===== src/rtl/cla_sum_capture.sv =====
// Capture stage behind CLA_64: aligns issue strobes to the adder latency and
// buffers {crout,sum} results in a small first-word-fall-through FIFO with drop accounting.
module cla_sum_capture #(
  parameter int WIDTH   = 64,
  parameter int LATENCY = 1,
  parameter int DEPTH   = 4,
  parameter int CNT_W   = 16,
  localparam int AW     = $clog2(DEPTH)
) (
  input  logic             clock,
  input  logic             reset,
  input  logic             issue_valid,
  input  logic [WIDTH-1:0] sum,
  input  logic             crout,
  output logic             out_valid,
  input  logic             out_ready,
  output logic [WIDTH-1:0] out_sum,
  output logic             out_carry,
  output logic             full,
  output logic             empty,
  output logic [AW:0]      level,
  output logic             overflow,
  output logic [CNT_W-1:0] drop_count
);

  typedef struct packed {
    logic             carry;
    logic [WIDTH-1:0] sum;
  } entry_t;

  localparam logic [AW:0] DEPTH_L = (AW+1)'(DEPTH);

  logic [LATENCY:1] vld_pipe;
  logic             cap;
  entry_t           mem [DEPTH];
  entry_t           head;
  logic [AW-1:0]    wptr, rptr;
  logic             pop, accept, drop;

  always_ff @(posedge clock) begin
    if (reset) begin
      vld_pipe <= '0;
    end else begin
      vld_pipe[1] <= issue_valid;
      for (int i = 2; i <= LATENCY; i++) vld_pipe[i] <= vld_pipe[i-1];
    end
  end

  assign cap = vld_pipe[LATENCY];

  assign empty     = (level == '0);
  assign full      = (level == DEPTH_L);
  assign out_valid = !empty;
  assign pop       = out_valid && out_ready;
  // A full FIFO still takes a push when the head leaves in the same cycle.
  assign accept    = cap && (!full || pop);
  assign drop      = cap && full && !pop;

  always_ff @(posedge clock) begin
    if (!reset && accept) mem[wptr] <= '{carry: crout, sum: sum};
  end

  always_ff @(posedge clock) begin
    if (reset) begin
      wptr       <= '0;
      rptr       <= '0;
      level      <= '0;
      overflow   <= 1'b0;
      drop_count <= '0;
    end else begin
      if (accept) wptr <= wptr + 1'b1;
      if (pop)    rptr <= rptr + 1'b1;
      case ({accept, pop})
        2'b10:   level <= level + 1'b1;
        2'b01:   level <= level - 1'b1;
        default: level <= level;
      endcase
      if (drop) begin
        overflow <= 1'b1;
        if (drop_count != '1) drop_count <= drop_count + 1'b1;
      end
    end
  end

  assign head      = mem[rptr];
  assign out_sum   = empty ? '0 : head.sum;
  assign out_carry = empty ? 1'b0 : head.carry;

endmodule

===== config.mk =====
export PLATFORM = sky130hd
export DESIGN_NAME = cla_sum_capture
export DESIGN_NICKNAME = d
export VERILOG_FILES = /design/src/rtl/cla_sum_capture.sv
export SDC_FILE = /design/constraint.sdc
export NUM_CORES = 1
export LEC_CHECK = 0
export ABC_CLOCK_PERIOD_IN_PS = 3400
export CAP_MARGIN = 20
export CORE_MARGIN = 1
export CORE_UTILIZATION = 30
export DETAILED_ROUTE_END_ITERATION = 8
export GPL_TIMING_DRIVEN = 0
export PLACE_DENSITY_LB_ADDON = 0.25
export SLEW_MARGIN = 0
export SYNTH_ARGS = -nofsm -noshare
export SYNTH_HDL_FRONTEND = slang
export SYNTH_SLANG_ARGS = --single-unit

===== constraint.sdc =====
create_clock -name clock -period 3.4 [get_ports clock]
set_input_delay 0.51 -clock clock [delete_from_list [all_inputs] [get_ports clock]]
set_output_delay 0.51 -clock clock [all_outputs]
set_load 0.02 [all_outputs]

; ---- Yosys cells after proc, flatten, opt, wreduce, memory -nomap -nowiden
; Memories as Yosys holds them, arrays and structs flattened. A register that Yosys moved wholly into a read port is not among the register bits.
; Index checks and enable logic that the tools add are counted.
[op_classes]
n_mux = 7
add_sub_neg = 5
n_reduce_logical = 13
n_eq_ne = 4
[op_table]
columns = cell, count
row1 = $mux W64, 1
row2 = $add A16 B1 Y16 const B, 1
row3 = $ne A16 B16 Y1 const B, 1
row4 = $pmux W3 S2, 1
row5 = $logic_and A1 B1 Y1, 5
row6 = $add A2 B1 Y2 const B, 2
row7 = $logic_not A1 Y1, 4
row8 = $mux W2, 2
row9 = $add A3 B1 Y3 const B, 1
row10 = $eq A3 B3 Y1 const B, 1
row11 = $logic_not A3 Y1, 1
row12 = $mux W1, 3
row13 = $sub A3 B1 Y3 const B, 1
row14 = $eq A2 B1 Y1 const B, 1
row15 = $eq A2 B2 Y1 const B, 1
row16 = $reduce_and A2 Y1, 1
row17 = $reduce_bool A2 Y1, 1
row18 = $logic_or A1 B1 Y1, 1
[word_totals]
memories = 1
wordCells = 36
ram_bits = 260
reg_bits = 25
[memory_table]
columns = name, words, word_bits, rd, rd_clocked_by_memory_dff, write_ports, line
row1 = mem, 4, 65, 1, 1, 1, 35  ; entry_t mem [DEPTH];

; ---- Depth between registers and ports, before layout
[depth]
ltp_word = 8
mapped_depth = 10
depth_no_buf = 8

; ---- Worst setup path before layout
; OpenSTA, ideal clock, no wires.
[synth_path]
path_type = reg2reg
startpoint = register vld_pipe, in the netlist cap
endpoint = memory mem[0][0] (netlist name) (enable)
setup_time_ps = 430
required_time_ps = 2970
path_stages_with_launch = 6
path_slack_ps = 296
arrival_time_ps = 2674
n_path_buf = 2
path_cell_list = dfxtp_1 clkbuf_1 clkbuf_1 nand2_1 nor2_1 and2_1
[synth_via]
elab_chain_len = 4
[synth_rtl]
columns = item, line
row1 = start: declaration, 33  ; logic [LATENCY:1] vld_pipe;
row2 = $logic_and A1 B1 Y1, 56  ; assign accept = cap && (!full || pop);
row3 = $logic_and A1 B1 Y1, 60  ; if (!reset && accept) mem[wptr] <= '{carry: crout, sum: sum};
row4 = $mux W1, 60
row5 = $mux W1 (not written as such), 60
row6 = end: declaration, 35
; Every way passes these cells.

==> metrics <==
Post-synth EDFFs 260; top-level port count 157; Fmax achieved 0.309 GHz; TritonCTS clock tree built; register area 8350 sq um; H-tree depth 2; M1 GR Usage 17.6%; Max-Cap Viols 0; NumNets Final 852; via count 5921; DR WL/cell 19.6 um; Starting DRT DRC Count 249; Synth Cell Area 11200 sq um; dpl ws -0.416 ns; met2 Use GR 21.2%; Mapped Avg Cell Area 19.2 sq um; CP Class register to output port; Post-Syn Instances 583; vias in the first global route 6376; Initial Util 30.6%; final hold slack 0.389 ns; RSZ-0062 raised after global routing yes; Post-Route Skew 0.00687 ns; busiest grt layer met2; Synth cell types 46; Ys Warns 0; Clock Latency Late Sink 0.52 ns; Tmin final 3.24 ns; clock root cell clkbuf_16; WP data required 2.89 ns; drt pass-1 iters 4; Port Buffers 154; Design Area, Final 14700 sq um; final core utilization 40.0%; Final GP Congestion 0.740; PD cells 586 nW/um^2; first-pass GRT wire length 38100 um; share of layout cells above drive strength 1 18.5%; maximum VDD drop 0.000380 V; Least-Margin Pin Slew 1.02 ns; largest net degree at the start of global routing 43; area of the multi-input gates 2740 sq um; CORE AREA 36700 sq um; Max-Slew Margin vs Limit 31.1%; Net Sw Power 1.89 mW; row cnt 70; Finished Layout Cells 1271; crit path max fanout 10; Die X 195 um; CTS buffer count 34; sequential power share 45.5%; filler cell count 3354; Comb power frac 10.9%; initial antenna violation count 1; post-route setup slack 0.162 ns; Seq/Total Area, Yosys 74.4%; Tcrit/Tclk final 95.2%; asr flop ratio synth 0%; Critical Path Source Type register; DR DRC count 0; clock buffer depth 3; flops & latches, synth 287; die area 38200 sq um; Internal 6.72 mW; sw frac 22.0%; met3 Use GR 3.61%; Post-synth top flop edfxtp_1; GRT Overall Usage 13.4%; Routed WL 24900 um; Final setup viols 0; Hold Violations, Final 0; Power, Total 8.61 mW; DR vias/cell 4.66; Area Overhead vs Synth 30.8%; DP Area 13500 sq um; HP Class primary input to register; clock share of power 43.6%; setup TNS 0 ns; hpwl dp 15100 um; CTS Sinks 287; grt total ovfl 0; DRT antenna net count 0; Reg clk slew, reported paths 0.05 ns; net count after synthesis 658; Pins Over Slew Limit 0; Crit. End Element output port; LEAKAGE 4.66 nW; post-placement cell count 1210; Worst Path Arrival 2.73 ns; die height 195 um; status complete, no violations
-- logic make-up after synthesis --
group	synth area share (%)
buffers and inverters	1.30
AOI/OAI and AO/OA	1.57
and+or+nand+nor	8.07
muxes	13.5
xor gates and xnor gates	0.390
adders and majority gates	0.736
DFF	74.4
-- cell usage in the layout (no fill, tap or decap), types with 4 or more instances in the layout --
cell,instances
xor2_1,4
nor2b_1,5
nor3_1,4
clkbuf_2,7
mux2_2,4
clkbuf_16,37
clkdlybuf4s50_1,154
and3_1,6
ha_1,5
nand4_1,6
clkbuf_1,16
nand3_1,7
clkinv_1,7
mux4_2,65
nand2_1,9
and2_4,4
nor4_1,4
nor2_1,16
inv_1,9
edfxtp_1,260
dfxtp_1,27
clkinv_2,6
buf_16,4
and2_1,65
or3_1,4
o21ai_0,5
bufinv_16,5
a21oi_1,11
-- Yosys cell counts (all sizes together) (2+ instances only) --
library cell / instances / area (sq um)
nor2b: 5 / 31.3
nor2: 16 / 60.1
or4: 4 / 33.8
clkbuf: 22 / 82.6
o21ai: 5 / 25.0
or3: 5 / 32.5
ha: 5 / 62.6
dfxtp: 27 / 541
nor4b: 2 / 17.5
nand3: 7 / 35.0
nor3b: 3 / 22.5
nor3: 4 / 20.0
inv: 9 / 33.8
nand4: 6 / 37.5
a21oi: 11 / 55.1
o31a: 2 / 17.5
nand2: 9 / 33.8
nor4: 4 / 25.0
xor2: 4 / 35.0
and3: 6 / 37.5
o31ai: 3 / 22.5
buf: 6 / 30.0
and2: 69 / 432
edfxtp: 260 / 7810
mux2: 4 / 45.0
or2: 2 / 12.5
and4: 3 / 26.3
mux4: 65 / 1460
-- timing repair --
item,CTS,global route
endpoints found under the setup margin,67,4
gates resized for setup,38,3
setup buffers,0,0
hold buffers,0,0
-- power by group through the flow --
stage,registers [mW],clock network [mW],logic [mW]
after CTS,3.92,3.86,0.964
after global routing,3.92,3.99,1.02
final,3.92,3.75,0.937
after global placement,4.00,0,0.940
after detailed placement,3.99,0,0.947
after floorplan,3.99,0,0.488
-- worst max-delay path, stage by stage (launching register included) --
cell	delay, ns
dfxtp_1	0.33
clkbuf_4	0.31
buf_4	0.31
mux4_2	0.53
and2_1	0.19
clkdlybuf4s50_1	0.54
-- flip-flops by register name, summed over array words and instances, names as in the netlist, named ones only --
| register | count |
|---|---|
| mem | 260 |
| drop_count | 16 |
| level | 3 |
| rptr | 2 |
| wptr | 2 |
| cap | 1 |
| overflow | 1 |
-- metal layers --
layer	share of wire, %	vias to the layer above
met5	0	-
met4	2.0	0
met3	5.1	32
met2	47	132
met1	46	3021
li1	-	2736
-- path summary, 6_finish.rpt --
check                                from     endpoint  slack (ns)  cells after the start
worst min-delay path            out_ready      rptr[0]        0.39                      4
worst min register to register   overflow     overflow        0.48                      2
worst max-delay path             register  out_sum[44]        0.16                      5
worst max register to register        cap    mem[3][0]        0.69                      6
-- layout make-up --
type	count	area share, %
sequential	287	56.9
multi-input combinational	259	18.7
timing repair buffer	159	11.3
clock buffer	42	6.43
tap	468	3.99
clock inverter	19	1.47
buffer	27	1.04
inverter	9	0.230
antenna	1	0.0170
No activity file was read; power rests on OpenSTA's default activity.
